`src/rtl/ex2_wb_pkg.sv`:
```
// ex2_wb_pkg: lane-0 M-op encoding, divider FSM states and shared helpers for the EX2 stage.
package ex2_wb_pkg;

    localparam int DIV_ITERS = 32;

    typedef enum logic [2:0] {
        OP_NONE  = 3'd0,
        OP_MUL   = 3'd1,
        OP_MULH  = 3'd2,
        OP_MULHU = 3'd3,
        OP_DIV   = 3'd4,
        OP_MOD   = 3'd5,
        OP_DIVU  = 3'd6,
        OP_MODU  = 3'd7
    } op_e;

    typedef enum logic [1:0] {S_IDLE, S_BUSY, S_DONE} div_state_e;

    function automatic logic is_div(op_e op);
        return op[2];
    endfunction

    function automatic logic is_mul(op_e op);
        return op inside {OP_MUL, OP_MULH, OP_MULHU};
    endfunction

    function automatic logic [31:0] mag(logic [31:0] x, logic s);
        return (s && x[31]) ? -x : x;
    endfunction

endpackage

```
`src/rtl/ex2_wb_if.sv`:
```
// ex2_wb_if: EX1/EX2 register contents in, EX2/WB register contents and stall out.
interface ex2_wb_if;
    import ex2_wb_pkg::*;
    logic        flush_in, flush_out, ex2_stall;
    logic        in_valid0, in_valid1, alu_valid0, alu_valid1;
    logic [31:0] pc0, pc1, alu_data0, alu_data1;
    logic [4:0]  rd0, rd1;
    op_e         op0;
    logic [31:0] mul_hh, mul_hl, mul_lh, mul_ll, mul_comp, div_a, div_b;
    logic        ex2_wb_valid0, ex2_wb_valid1;
    logic [31:0] ex2_wb_pc0, ex2_wb_pc1, ex2_wb_data0, ex2_wb_data1;
    logic [4:0]  ex2_wb_rd0, ex2_wb_rd1;

    modport slave (
        input  flush_in, in_valid0, in_valid1, alu_valid0, alu_valid1, pc0, pc1,
               alu_data0, alu_data1, rd0, rd1, op0, mul_hh, mul_hl, mul_lh, mul_ll,
               mul_comp, div_a, div_b,
        output flush_out, ex2_stall, ex2_wb_valid0, ex2_wb_valid1, ex2_wb_pc0,
               ex2_wb_pc1, ex2_wb_data0, ex2_wb_data1, ex2_wb_rd0, ex2_wb_rd1
    );

    modport master (
        output flush_in, in_valid0, in_valid1, alu_valid0, alu_valid1, pc0, pc1,
               alu_data0, alu_data1, rd0, rd1, op0, mul_hh, mul_hl, mul_lh, mul_ll,
               mul_comp, div_a, div_b,
        input  flush_out, ex2_stall, ex2_wb_valid0, ex2_wb_valid1, ex2_wb_pc0,
               ex2_wb_pc1, ex2_wb_data0, ex2_wb_data1, ex2_wb_rd0, ex2_wb_rd1
    );
endinterface

```
`src/rtl/ex2_wb_div_radix2.sv`:
```
// div_radix2: restoring radix-2 divider on magnitudes with signed fix-up,
// divide-by-zero and overflow handling; start is honoured only when idle.
module div_radix2
    import ex2_wb_pkg::*;
#(
    parameter int DIV_ITERS = ex2_wb_pkg::DIV_ITERS
) (
    input  logic        clk,
    input  logic        rst,
    input  logic        start,
    input  logic        is_signed,
    input  logic [31:0] a,
    input  logic [31:0] b,
    input  logic        abort,
    output logic        busy,
    output logic        done,
    output logic [31:0] quot,
    output logic [31:0] rem
);
    localparam int CW = $clog2(DIV_ITERS);

    div_state_e  state, state_d;
    logic [CW-1:0] cnt;
    logic [31:0] q, r, bm, a_q;
    logic        neg_q, neg_r, bz;
    logic [32:0] sh;
    logic [33:0] diff;

    always_ff @(posedge clk)
        if (rst) state <= S_IDLE;
        else     state <= state_d;

    always_comb
        state_d = abort                                      ? S_IDLE :
                  (state == S_IDLE && start)                 ? S_BUSY :
                  (state == S_BUSY && cnt == CW'(DIV_ITERS - 1)) ? S_DONE :
                  (state == S_DONE)                          ? S_IDLE : state;

    always_comb begin
        busy = state == S_BUSY;
        done = state == S_DONE;
    end

    // the dividend shifts out of q while quotient bits shift in behind it
    assign sh   = {r, q[31]};
    assign diff = {1'b0, sh} - {2'b0, bm};

    always_ff @(posedge clk)
        if (rst || abort) cnt <= '0;
        else if (state == S_IDLE && start) begin
            cnt   <= '0;
            q     <= mag(a, is_signed);
            r     <= '0;
            bm    <= mag(b, is_signed);
            neg_q <= is_signed & (a[31] ^ b[31]);
            neg_r <= is_signed & a[31];
            bz    <= b == '0;
            a_q   <= a;
        end else if (state == S_BUSY) begin
            cnt <= cnt + 1'b1;
            q   <= {q[30:0], ~diff[33]};
            r   <= diff[33] ? sh[31:0] : diff[31:0];
        end

    assign quot = bz ? '1  : neg_q ? -q : q;
    assign rem  = bz ? a_q : neg_r ? -r : r;
endmodule

```
`src/rtl/ex2_wb.sv`:
```
// ex2_wb: final execute stage plus EX2/WB register; lane 0 adds multiply combine and
// an iterative divide that stalls upstream, lane 1 is ALU passthrough.
module ex2_wb
    import ex2_wb_pkg::*;
#(
    parameter int DIV_ITERS = ex2_wb_pkg::DIV_ITERS
) (
    input logic   clk,
    input logic   rst,
    ex2_wb_if.slave bus
);
    logic        busy, done, req, stall, load;
    logic [31:0] quot, rem, data0;
    logic [63:0] prod;

    assign req           = bus.in_valid0 & is_div(bus.op0);
    assign stall         = ~bus.flush_in & ((~busy & ~done & req) | busy);
    assign load          = ~bus.flush_in & ~stall;
    assign bus.ex2_stall = stall;
    assign bus.flush_out = bus.flush_in;

    div_radix2 #(.DIV_ITERS(DIV_ITERS)) u_div (
        .clk      (clk),
        .rst      (rst),
        .start    (req & ~bus.flush_in),
        .is_signed(~bus.op0[1]),
        .a        (bus.div_a),
        .b        (bus.div_b),
        .abort    (bus.flush_in),
        .busy     (busy),
        .done     (done),
        .quot     (quot),
        .rem      (rem)
    );

    assign prod = {bus.mul_hh, 32'b0} + {16'b0, bus.mul_hl, 16'b0} + {16'b0, bus.mul_lh, 16'b0}
                + {32'b0, bus.mul_ll} + {bus.mul_comp, 32'b0};

    // op0 is held stable by upstream while the divide runs, so it still selects quot/rem in DONE
    assign data0 = done             ? (bus.op0[0] ? rem : quot) :
                   is_mul(bus.op0)  ? (bus.op0 == OP_MUL ? prod[31:0] : prod[63:32]) :
                   bus.alu_data0;

    always_ff @(posedge clk)
        if (rst) begin
            bus.ex2_wb_valid0 <= 1'b0;
            bus.ex2_wb_valid1 <= 1'b0;
            bus.ex2_wb_pc0    <= '0;
            bus.ex2_wb_pc1    <= '0;
            bus.ex2_wb_rd0    <= '0;
            bus.ex2_wb_rd1    <= '0;
            bus.ex2_wb_data0  <= '0;
            bus.ex2_wb_data1  <= '0;
        end else begin
            bus.ex2_wb_valid0 <= load & bus.in_valid0 & (bus.alu_valid0 | bus.op0 != OP_NONE);
            bus.ex2_wb_valid1 <= load & bus.in_valid1 & bus.alu_valid1;
            if (load) begin
                bus.ex2_wb_pc0   <= bus.pc0;
                bus.ex2_wb_pc1   <= bus.pc1;
                bus.ex2_wb_rd0   <= bus.rd0;
                bus.ex2_wb_rd1   <= bus.rd1;
                bus.ex2_wb_data0 <= data0;
                bus.ex2_wb_data1 <= bus.alu_data1;
            end
        end
endmodule

```
`src/flat_wrapper.sv`:
```
// flat-port wrapper written by rule: the top's interface ports become plain ports
module ex2_wb_flat import ex2_wb_pkg::*;
#(
    parameter int DIV_ITERS = ex2_wb_pkg::DIV_ITERS
)
  (clk, rst, bus_flush_in, bus_in_valid0, bus_in_valid1, bus_alu_valid0, bus_alu_valid1, bus_pc0, bus_pc1, bus_alu_data0, bus_alu_data1, bus_rd0, bus_rd1, bus_op0, bus_mul_hh, bus_mul_hl, bus_mul_lh, bus_mul_ll, bus_mul_comp, bus_div_a, bus_div_b, bus_flush_out, bus_ex2_stall, bus_ex2_wb_valid0, bus_ex2_wb_valid1, bus_ex2_wb_pc0, bus_ex2_wb_pc1, bus_ex2_wb_data0, bus_ex2_wb_data1, bus_ex2_wb_rd0, bus_ex2_wb_rd1);
  ex2_wb_if bus_i ();
  input logic clk;
  input logic rst;
  input wire logic [$bits(bus_i.flush_in)-1:0] bus_flush_in;
  input wire logic [$bits(bus_i.in_valid0)-1:0] bus_in_valid0;
  input wire logic [$bits(bus_i.in_valid1)-1:0] bus_in_valid1;
  input wire logic [$bits(bus_i.alu_valid0)-1:0] bus_alu_valid0;
  input wire logic [$bits(bus_i.alu_valid1)-1:0] bus_alu_valid1;
  input wire logic [$bits(bus_i.pc0)-1:0] bus_pc0;
  input wire logic [$bits(bus_i.pc1)-1:0] bus_pc1;
  input wire logic [$bits(bus_i.alu_data0)-1:0] bus_alu_data0;
  input wire logic [$bits(bus_i.alu_data1)-1:0] bus_alu_data1;
  input wire logic [$bits(bus_i.rd0)-1:0] bus_rd0;
  input wire logic [$bits(bus_i.rd1)-1:0] bus_rd1;
  input wire logic [$bits(bus_i.op0)-1:0] bus_op0;
  input wire logic [$bits(bus_i.mul_hh)-1:0] bus_mul_hh;
  input wire logic [$bits(bus_i.mul_hl)-1:0] bus_mul_hl;
  input wire logic [$bits(bus_i.mul_lh)-1:0] bus_mul_lh;
  input wire logic [$bits(bus_i.mul_ll)-1:0] bus_mul_ll;
  input wire logic [$bits(bus_i.mul_comp)-1:0] bus_mul_comp;
  input wire logic [$bits(bus_i.div_a)-1:0] bus_div_a;
  input wire logic [$bits(bus_i.div_b)-1:0] bus_div_b;
  output wire logic [$bits(bus_i.flush_out)-1:0] bus_flush_out;
  output wire logic [$bits(bus_i.ex2_stall)-1:0] bus_ex2_stall;
  output wire logic [$bits(bus_i.ex2_wb_valid0)-1:0] bus_ex2_wb_valid0;
  output wire logic [$bits(bus_i.ex2_wb_valid1)-1:0] bus_ex2_wb_valid1;
  output wire logic [$bits(bus_i.ex2_wb_pc0)-1:0] bus_ex2_wb_pc0;
  output wire logic [$bits(bus_i.ex2_wb_pc1)-1:0] bus_ex2_wb_pc1;
  output wire logic [$bits(bus_i.ex2_wb_data0)-1:0] bus_ex2_wb_data0;
  output wire logic [$bits(bus_i.ex2_wb_data1)-1:0] bus_ex2_wb_data1;
  output wire logic [$bits(bus_i.ex2_wb_rd0)-1:0] bus_ex2_wb_rd0;
  output wire logic [$bits(bus_i.ex2_wb_rd1)-1:0] bus_ex2_wb_rd1;
  assign bus_i.flush_in = bus_flush_in;
  assign bus_i.in_valid0 = bus_in_valid0;
  assign bus_i.in_valid1 = bus_in_valid1;
  assign bus_i.alu_valid0 = bus_alu_valid0;
  assign bus_i.alu_valid1 = bus_alu_valid1;
  assign bus_i.pc0 = bus_pc0;
  assign bus_i.pc1 = bus_pc1;
  assign bus_i.alu_data0 = bus_alu_data0;
  assign bus_i.alu_data1 = bus_alu_data1;
  assign bus_i.rd0 = bus_rd0;
  assign bus_i.rd1 = bus_rd1;
  assign bus_i.op0 = bus_op0;
  assign bus_i.mul_hh = bus_mul_hh;
  assign bus_i.mul_hl = bus_mul_hl;
  assign bus_i.mul_lh = bus_mul_lh;
  assign bus_i.mul_ll = bus_mul_ll;
  assign bus_i.mul_comp = bus_mul_comp;
  assign bus_i.div_a = bus_div_a;
  assign bus_i.div_b = bus_div_b;
  assign bus_flush_out = bus_i.flush_out;
  assign bus_ex2_stall = bus_i.ex2_stall;
  assign bus_ex2_wb_valid0 = bus_i.ex2_wb_valid0;
  assign bus_ex2_wb_valid1 = bus_i.ex2_wb_valid1;
  assign bus_ex2_wb_pc0 = bus_i.ex2_wb_pc0;
  assign bus_ex2_wb_pc1 = bus_i.ex2_wb_pc1;
  assign bus_ex2_wb_data0 = bus_i.ex2_wb_data0;
  assign bus_ex2_wb_data1 = bus_i.ex2_wb_data1;
  assign bus_ex2_wb_rd0 = bus_i.ex2_wb_rd0;
  assign bus_ex2_wb_rd1 = bus_i.ex2_wb_rd1;
  ex2_wb #(.DIV_ITERS(DIV_ITERS)) u_core (.clk(clk), .rst(rst), .bus(bus_i));
endmodule
```
`config.mk`:
```
export PLATFORM = sky130hd
export DESIGN_NAME = ex2_wb_flat
export DESIGN_NICKNAME = d
export VERILOG_FILES = /design/src/rtl/ex2_wb_pkg.sv /design/src/rtl/ex2_wb_if.sv /design/src/rtl/ex2_wb_div_radix2.sv /design/src/rtl/ex2_wb.sv /design/src/flat_wrapper.sv
export SDC_FILE = /design/constraint.sdc
export NUM_CORES = 1
export LEC_CHECK = 0
export BUFFER_PORTS_ARGS = -buffer_cell sky130_fd_sc_hd__buf_2
export CAP_MARGIN = 20
export CORE_AREA = 2 2 264 266
export DETAILED_ROUTE_END_ITERATION = 8
export DIE_AREA = 0 0 266 268
export PLACE_DENSITY = 0.48
export SLEW_MARGIN = 20
export SYNTH_ARGS = -nofsm -noshare
export SYNTH_HDL_FRONTEND = slang
export SYNTH_SLANG_ARGS = --single-unit
```
`constraint.sdc`:
```
create_clock -name clk -period 8.1 [get_ports clk]
set_clock_uncertainty 0.05 [all_clocks]
set_input_delay 0.405 -clock clk [delete_from_list [all_inputs] [get_ports clk]]
set_output_delay 0.405 -clock clk [all_outputs]
set_load 0.03 [all_outputs]
```
# Word level (Yosys, flattened, before mapping)
# Index checks and enable logic that the tools add are counted.
# W data, S select, Z words.
[totals] register_bits=278 input_bits=372 elab_cells=90
[classes] n_mux=17 eq_ne=6 n_reduce_logical=17 bitwise=22 addsub=10
[op_table] operator="$mux W32" n=14
[op_table] operator="$add A64 B48 Y64" n=2
[op_table] operator="$neg A32 Y32" n=4
[op_table] operator="$add A64 B32 Y64" n=1
[op_table] operator="$add A64 B64 Y64" n=1
[op_table] operator="$sub A33 B32 Y34" n=1
[op_table] operator="$logic_not A32 Y1" n=1
[op_table] operator="$and A1 B1 Y1" n=12
[op_table] operator="$reduce_bool A3 Y1" n=3
[op_table] operator="$not A1 Y1" n=7
[op_table] operator="$eq A3 B2 Y1 const B" n=2
[op_table] operator="$add A5 B1 Y5 const B" n=1
[op_table] operator="$eq A5 B5 Y1 const B" n=1
[op_table] operator="$logic_and A1 B1 Y1" n=4
[op_table] operator="$mux W2" n=2
[op_table] operator="$reduce_and A2 Y1" n=2
[op_table] operator="$reduce_bool A2 Y1" n=2
[op_table] operator="$reduce_or A2 Y1" n=2
[op_table] operator="$eq A3 B1 Y1 const B" n=1
[op_table] operator="$reduce_or A3 Y1" n=1
[op_table] operator="$eq A2 B1 Y1 const B" n=1
[op_table] operator="$eq A2 B2 Y1 const B" n=1
[op_table] operator="$logic_not A2 Y1" n=1
[op_table] operator="$or A1 B1 Y1" n=2
[op_table] operator="other kinds (3)" n=3

# Longest topological paths before layout
# Gate-level depths: netlist (run 1).
[logic_depth] word_depth=10 depth_mapped=15

# Modules after synthesis
# From an unflattened synthesis (run 1), not the netlist that was laid out.
[hier_totals] cells_unflattened=2505 hier_area_um2=20707.4
[by_module_without_submodules] module="ex2_wb" area_each_um2=10836.6 cells_each=1420 seq_area_each_um2=2802.7 n_inst=1
[by_module_without_submodules] module="div_radix2" area_each_um2=9870.7 cells_each=1085 seq_area_each_um2=4073.9 n_inst=1

# Worst setup path after synthesis (run 1)
# No wires, ideal clock.
[synth_timing] kind="register to register" from="reg u_core.u_div.state[1]" to="reg u_core.u_div.q[0], enable pin" stages_incl_launch_ff=6 period_less_slack_ns=6.080 setup_time_ns=0.583 arrival_ns=5.446 path_buffers=1 setup_slack_ns=2.020 path_cell_list="dfxtp_1 -> inv_1 -> ha_1 -> clkbuf_1 -> inv_1 -> a21boi_0"
[synth_via] elab_chain_cells=4 elab_cells_between_ends=5 cone_classes="eq/ne: 1; reduce/logical: 4"
[synth_lines] element="from (decl)" line_no="ex2_wb_div_radix2.sv:22" text="div_state_e state, state_d;"
[synth_lines] element="from (signal assigned)" line_no="ex2_wb_div_radix2.sv:31" text="else state <= state_d;"
[synth_lines] element="$logic_not A2 Y1" line_no="ex2_wb_div_radix2.sv:50" text="else if (state == S_IDLE && start) begin"
[synth_lines] element="$logic_and A1 B1 Y1" line_no="ex2_wb_div_radix2.sv:50"
[synth_lines] element="$reduce_bool A2 Y1 (no source line) (*)"
[synth_lines] element="$reduce_and A2 Y1 (no source line) (*)"
[synth_lines] element="to (signal assigned)" line_no="ex2_wb_div_radix2.sv:52" text="q <= mag(a, is_signed);"
[synth_lines] element="to (signal assigned)" line_no="ex2_wb_div_radix2.sv:61" text="q <= {q[30:0], ~diff[33]};"
[synth_lines] element="to (decl)" line_no="ex2_wb_div_radix2.sv:24" text="logic [31:0] q, r, bm, a_q;"
# Every way passes the cells marked *; elsewhere a longest branch is shown, timed or not.
# A chain may end at the register's enable or synchronous reset.

# Worst setup path after layout (run 1)
[layout_timing] from="reg u_core.u_div.r[9]" to="reg u_core.u_div.r[14] (data pin)"
[layout_via] elab_chain_cells=3
[layout_lines] element="from (decl)" line_no="ex2_wb_div_radix2.sv:24"
[layout_lines] element="from (signal assigned)" line_no="ex2_wb_div_radix2.sv:62" text="r <= diff[33] ? sh[31:0] : diff[31:0];"
[layout_lines] element="$sub A33 B32 Y34" line_no="ex2_wb_div_radix2.sv:46" text="assign diff = {1'b0, sh} - {2'b0, bm};"
[layout_lines] element="$mux W32" line_no="ex2_wb_div_radix2.sv:62"
[layout_lines] element="$mux W32" line_no="ex2_wb_div_radix2.sv:59" text="end else if (state == S_BUSY) begin"
# No other way between the ends. The select of a mux whose other input is x is not followed.

==> impl_metrics.py, run 1 <==
metrics = {
    "run_status": {
        "status": "completed",
    },
    "global_routing": {
        "antenna_found_initial": 10,
        "grt_first_pass_wirelength_mm": 119,
        "grt_max_degree": 109,
        "first_global_vias": 19300,
        "gr-total-overflow": 0,
        "grtUsageTotal_pct": 21.8,
    },
    "floorplan": {
        "pin_count": 514,
        "initial_core_util_pct": 29.7,
        "die_h_microns": 268,
        "rows": 96,
        "die-width_microns": 266,
        "dieArea_sq_mm": 0.0713,
        "coreArea_sq_mm": 0.0682,
    },
    "worst_setup_path": {
        "start_kind": "register",
        "r2r-end": "u_core.u_div.r[14]$_SDFFCE_PP0P_",
        "cp.arrival_ns": 4.70,
        "required_ns": 8.45,
        "cp-endpoint": "u_core.u_div.r[14]$_SDFFCE_PP0P_",
        "crit_type": "register to register",
        "ff2ff_path_depth": 11,
        "cp-startpoint": "u_core.u_div.r[9]$_SDFFCE_PP0P_",
        "r2r_setup_slack_ns": 3.75,
        "cp_max_fo": 41,
        "r2r_start": "u_core.u_div.r[9]$_SDFFCE_PP0P_",
        "cp-end-kind": "register",
    },
    "power": {
        "powerDensity_mw_per_mm2": 190,
        "power.leakage_nw": 11.1,
        "vdd_ir_drop_max_v": 0.000106,
    },
    "timing": {
        "tightest_slew_ns": 1.07,
        "hold_ws_ns": 0.0342,
        "slew_violations": 0,
        "fmax_mhz": 230,
        "post-route-period-util_pct": 53.7,
        "hold_viol": 0,
        "finalCriticalPeriod_ns": 4.35,
        "fin_tns_setup_ns": 0,
        "setup_viol": 0,
        "relSlewSlack_pct": 28.8,
        "rsz0062_at_grt": "no",
    },
    "synthesis": {
        "ys_async_sr_fraction_pct": 0,
        "syn_nets": 3014,
        "syn_area_sq_mm": 0.0203,
        "ys_seq_area_share_pct": 33.9,
        "syn_avg_cell_area_sq_um": 8.24,
        "syn_inst": 2461,
        "synth_warnings": 0,
        "synth_edf_count": 131,
        "ys_seq_elements": 278,
        "ys_types": 75,
        "synth_ff_type": "dfxtp_1",
    },
    "drt": {
        "drtPass1Iterations": 6,
        "routed_wl_mm": 80.7,
        "routedWlPerCell_microns": 21.1,
        "first_iter_violations": 1507,
        "drc": 0,
        "vias_per_cell": 5.17,
        "num_vias": 19700,
        "drtAntennaViolNets": 0,
    },
    "clock_network": {
        "hold_buffers": 4,
        "cts_buffers": 35,
        "post_cts_resized": 0,
        "cts_buffer_depth": 3,
        "clk_latency_ns": 0.55,
        "htreeDepth": 2,
        "cts_tree": "yes",
        "post-cts-setup-buffers": 0,
        "clockRootBuffer": "clkbuf_16",
        "clkSlewWorstSetupHoldPaths_ns": 0.06,
        "cts.sinks": 278,
    },
    "layout": {
        "area_growth_pct": 22.7,
        "seqCellArea_sq_mm": 0.00688,
        "drive_gt1_share_pct": 21.1,
        "nets": 3461,
        "fill_cells": 7192,
        "multi_input_area_sq_mm": 0.0121,
    },
    "hold_path": {
        "min_path_type": "input port to register",
    },
    "place": {
        "dp_hpwl_mm": 64.8,
        "portBuffers": 513,
        "gp_congestion": 0.918,
    },
    "run": {
        "cap_violations": 0,
    },
}
-- how the worst min path moves through the flow --
stage | from | endpoint | cells past startpoint
3_3_place_gp | u_core.bus.ex2_wb_pc0[15]$_SDFFE_PP0P_ | u_core.bus.ex2_wb_pc0[15]$_SDFFE_PP0P_ | 2
2_1_floorplan | u_core.u_div.cnt[4]$_SDFFE_PP0P_ | u_core.u_div.cnt[4]$_SDFFE_PP0P_ | 2
4_1_cts | bus_div_a[22] | u_core.u_div.a_q[22]$_DFFE_PP_ | 1
6_report | bus_div_a[22] | u_core.u_div.a_q[22]$_DFFE_PP_ | 1
5_1_grt | bus_div_a[22] | u_core.u_div.a_q[22]$_DFFE_PP_ | 1
3_5_place_dp | u_core.bus.ex2_wb_pc1[6]$_SDFFE_PP0P_ | u_core.bus.ex2_wb_pc1[6]$_SDFFE_PP0P_ | 2
-- kinds of logic (layout without fill, tap and decap cells) --
| kind of cell | after synthesis | count (layout) | share of synthesized area, % |
|---|---|---|---|
| adder cells (fa/ha/maj) | 181 | 181 | 13.0 |
| AO/OA/AOI/OAI | 685 | 685 | 20.8 |
| buffers and inverters | 357 | 830 | 6.65 |
| XOR/XNOR | 180 | 180 | 7.77 |
| AND/OR/NAND/NOR | 749 | 749 | 16.3 |
| multiplexers | 31 | 31 | 1.54 |
| flip-flops | 278 | 278 | 33.9 |
| other | 0 | 5 | 0 |
-- registers in the layout, indices dropped and copies added (netlist names), 2 cells and up --
signal                   count
u_core.bus.ex2_wb_data1     32
u_core.bus.ex2_wb_pc1       32
u_core.u_div.cnt             5
u_core.u_div.q              32
u_core.u_div.r              32
u_core.u_div.state           2
u_core.u_div.bm             32
u_core.bus.ex2_wb_pc0       32
u_core.bus.ex2_wb_rd1        5
u_core.bus.ex2_wb_rd0        5
u_core.u_div.a_q            32
u_core.bus.ex2_wb_data0     32
-- final cells by class --
type	count	area share, %
repair buffers	535	11.1
multi-input cells	1826	48.7
inverters	232	3.50
clock buffers	49	4.31
clock inverters	14	0.387
flip-flops and latches	278	27.6
well taps	882	4.43
diodes	5	0.0502
-- power by group --
group | switching (mW) | total (mW) | leakage (nW) | internal, mW
Combinational | 0.992 | 1.54 | 8.10 | 0.549
Sequential | 0.0547 | 1.60 | 2.40 | 1.54
Clock | 0.663 | 1.59 | 0.575 | 0.931
Total | 1.71 | 4.73 | 11.1 | 3.02
-- layer usage --
layer / routed length [microns] / vias up / global-route usage (%) / part of all wire (%)
met1: 35000 / 9463 / 28.4 / 43
met4: 1730 / 6 / 5.30 / 2.1
met2: 39400 / 655 / 38.1 / 49
met3: 4570 / 95 / 2.94 / 5.7
met5: 40 / - / 0 / 0.050
li1: - / 9524 / - / -
-- cells in the final DEF, fill, tap and decap left out, types with 20 or more instances in the layout --
| cell type | instances |
|---|---|
| buf_2 | 512 |
| nand2_1 | 371 |
| a21oi_1 | 248 |
| inv_1 | 232 |
| o21ai_0 | 176 |
| nor2_1 | 158 |
| dfxtp_1 | 147 |
| ha_1 | 131 |
| edfxtp_1 | 131 |
| xor2_1 | 90 |
| xnor2_1 | 90 |
| fa_1 | 50 |
| nor3_1 | 44 |
| clkbuf_16 | 38 |
| nand3_1 | 33 |
| o31ai_1 | 33 |
| mux2i_1 | 30 |
| nand4_1 | 26 |
| a21o_1 | 24 |
| nand2b_1 | 20 |
-- stage by stage --
| stage | utilization, % | power [mW] | worst slack (ns) | std cells | cell area, sq um |
|---|---|---|---|---|---|
| 6_report | 36.5 | 4.73 | 3.75 | 3821 | 24900 |
| 5_1_grt | 36.5 | 4.98 | 3.55 | 3820 | 24900 |
| 4_1_cts | 36.5 | 4.77 | 3.76 | 3815 | 24900 |
| 3_5_place_dp | 34.7 | 3.16 | 3.46 | 3748 | 23700 |
| 3_3_place_gp | 34.7 | 3.16 | 3.54 | 3748 | 23700 |
| 2_1_floorplan | - | 2.61 | 2.02 | 2461 | 20300 |
-- cell usage after synthesis (all sizes together), types with 11 or more instances --
cell type,n,area [sq um]
dfxtp,147,2940
o221ai,15,131
a22oi,11,82.6
mux2i,30,300
nor2b,15,93.8
a21o,24,180
xor2,90,788
nor4,19,119
ha,131,1640
edfxtp,131,3930
nor2,162,613
nand2,371,1390
o31ai,33,248
a21oi,248,1240
o22ai,12,75.1
o211ai,19,143
fa,50,1000
a211oi,17,128
nand2b,21,131
xnor2,90,788
or3,13,86.3
nand3,33,165
nand4,26,163
inv,232,871
or4,12,97.6
clkbuf,116,435
o21ai,178,891
o21a,15,113
a31oi,12,75.1
o41ai,15,150
nor3,45,225
a221oi,14,129
-- critical path: stages (launching register included) --
cell	delay, ns
edfxtp_1	0.55
ha_1	0.51
nand2_1	0.11
nor4_1	0.54
nand3_1	0.18
a21oi_1	0.32
nor2_1	0.15
o31ai_1	0.62
a21boi_4	0.12
buf_4	0.32
or3b_2	0.53
a21oi_1	0.14
No activity file was read; power rests on OpenSTA's default activity.
==> run 2, diff against run 1 <==
- clock period: 8.1 -> 4.5 ns (I/O delays scaled with it)
==> run 2 against run 1 <==
Compared with the run above: sequential power is 80% higher; power increased by 82%; combinational power is 89% higher; clock power is 77% higher; final area up 7.2%; core utilization is 2.6 points higher; hold slack got worse by 0.0014 ns; routed wire length grew 0.12%; highest routed layer unchanged.
==> impl_metrics.py, run 2 (same netlist as run 1, synthesis figures left out) <==
metrics = {
    "drt": {
        "drc": 0,
        "first_iter_violations": 1395,
        "routedWlPerCell_microns": 20.2,
        "drtPass1Iterations": 6,
        "drtAntennaViolNets": 0,
        "num_vias": 20200,
        "vias_per_cell": 5.05,
        "routed_wl_mm": 80.8,
    },
    "worst_setup_path": {
        "cp.arrival_ns": 4.05,
        "r2r_setup_slack_ns": 0.69,
        "required_ns": 4.74,
        "cp-end-kind": "register",
        "r2r-end": "u_core.u_div.r[19]$_SDFFCE_PP0P_",
        "cp-endpoint": "u_core.u_div.r[19]$_SDFFCE_PP0P_",
        "cp_max_fo": 25,
        "ff2ff_path_depth": 13,
        "start_kind": "register",
        "r2r_start": "u_core.u_div.r[13]$_SDFFCE_PP0P_",
        "crit_type": "register to register",
        "cp-startpoint": "u_core.u_div.r[13]$_SDFFCE_PP0P_",
    },
    "layout": {
        "fill_cells": 7090,
        "nets": 3646,
        "final_cell_mix": "buf_2, nand2_1, a21oi_1, inv_1, o21ai_0",
        "drive_gt1_share_pct": 20.3,
        "fin_area_sq_mm": 0.0267,
        "final_common_cell": "buf_2",
        "area_growth_pct": 31.5,
    },
    "place": {
        "dpl_cell_area_sq_mm": 0.0238,
        "portBuffers": 513,
        "dp_hpwl_mm": 64.4,
        "gp_congestion": 0.918,
    },
    "floorplan": {
        "initial_core_util_pct": 29.7,
        "die-width_microns": 266,
        "die_h_microns": 268,
        "pin_count": 514,
        "dieArea_sq_mm": 0.0713,
        "coreArea_sq_mm": 0.0682,
        "rows": 96,
    },
    "clock_network": {
        "cts.sinks": 278,
        "cts_buffers": 35,
        "clk_latency_ns": 0.54,
        "clkSlewWorstSetupHoldPaths_ns": 0.06,
        "cts_tree": "yes",
        "post-cts-setup-buffers": 0,
        "cts_buffer_depth": 3,
        "clockRootBuffer": "clkbuf_16",
        "htreeDepth": 2,
    },
    "run": {
        "cap_violations": 0,
    },
    "run_status": {
        "status": "completed",
    },
    "timing": {
        "tightest_slew_ns": 0.961,
        "rsz0062_at_grt": "no",
        "hold_viol": 0,
        "fin_tns_setup_ns": 0,
        "relSlewSlack_pct": 35.9,
        "finalCriticalPeriod_ns": 3.81,
        "setup_viol": 0,
        "post-route-period-util_pct": 84.7,
        "fmax_mhz": 262,
        "slew_violations": 0,
    },
    "power": {
        "seqPwrFrac_pct": 33.5,
        "p_sw_share_pct": 35.5,
        "vdd_ir_drop_max_v": 0.000188,
        "internal_power_mw": 5.55,
        "combinationalPowerShare_pct": 33.8,
        "pwr-share-clk_pct": 32.7,
        "power.leakage_nw": 11.9,
        "powerDensity_mw_per_mm2": 322,
        "p_sw_mw": 3.05,
    },
    "global_routing": {
        "grt_max_degree": 73,
        "antenna_found_initial": 9,
        "first_global_vias": 20200,
        "gr-total-overflow": 0,
        "grt_first_pass_wirelength_mm": 120,
        "grtUsageTotal_pct": 21.9,
    },
    "hold_path": {
        "hp-start": "bus_div_b[31]",
        "min_path_type": "input port to register",
    },
}
## run 2: cell count changes in the layout (fill, tap and decap cells not counted), sizes merged
cell and change:
clkinvlp -2, dlygate4sd3 +169, clkbuf -1, buf +16, clkinv +2, bufinv +2
## run 2: worst max-delay path: stages (launching register included)
cell      delay [ns]
edfxtp_1        0.48
ha_1            0.42
a211oi_1        0.26
o21ai_0         0.13
a221oi_1        0.32
buf_4           0.18
o21ai_0         0.13
nor2_1          0.24
o31ai_1         0.12
buf_4           0.16
a21boi_4        0.51
buf_12          0.27
mux2i_1         0.23
nor2_1          0.05
## run 2: power by group through the flow
stage               sequential (mW)  combinational [mW]  clock, mW
detailed placement             2.93                2.77          0
global placement               2.93                2.77          0
finish                         2.88                2.91       2.81
CTS                            2.88                2.91       2.89
global route                   2.89                3.20       2.98
floorplan                      3.07                1.61          0
## run 2: worst min path at each step
| stage | cells after the start | end | slack [ns] |
|---|---|---|---|
| after detailed placement | 1 | u_core.u_div.bm[0]$_DFFE_PP_ | 0.39 |
| after floorplan | 0 | u_core.u_div.a_q[0]$_DFFE_PP_ | 0.27 |
| after CTS | 2 | u_core.u_div.bm[31]$_DFFE_PP_ | 0.005 |
| after global placement | 2 | u_core.bus.ex2_wb_pc1[30]$_SDFFE_PP0P_ | 0.39 |
| final | 2 | u_core.u_div.bm[31]$_DFFE_PP_ | 0.03 |
| after global routing | 2 | u_core.u_div.bz$_DFFE_PP_ | 0.06 |
## run 2: per-stage QoR
step	worst slack, ns	hold WS [ns]	util [%]	total power [mW]	std cells
6_report	0.689	0.0328	39.1	8.60	4007
4_1_cts	0.631	0.00477	39.1	8.68	4002
3_3_place_gp	0.296	0.389	34.9	5.71	3765
2_1_floorplan	0.156	0.274	-	4.69	2461
3_5_place_dp	0.225	0.387	34.9	5.70	3765
5_1_grt	0.381	0.0552	39.1	9.07	4005
## run 2: repair_timing
item	4_1_cts	5_1_grt
gates resized for setup	0	0
hold buffers	173	0
endpoints found under the hold margin	171	0
## run 2: final cells by class
class                           count  area (sq um)  share of cell area (%)
Multi-Input combinational cell   1826         12100                    45.4
Sequential cell                   278          6880                    25.8
Timing Repair Buffer              720          4570                    17.1
Tap cell                          882          1100                    4.13
Clock buffer                       48           990                    3.71
Inverter                          232           871                    3.26
Clock inverter                     16           148                   0.553
Antenna cell                        5          12.5                  0.0469
## run 2: layer usage
| layer | global-route usage [%] | wire, microns | up-vias |
|---|---|---|---|
| li1 | - | - | 9889 |
| met1 | 27.5 | 33900 | 9527 |
| met2 | 37.2 | 38500 | 673 |
| met3 | 4.53 | 5490 | 147 |
| met4 | 7.90 | 2920 | 4 |
| met5 | 0 | 26 | - |
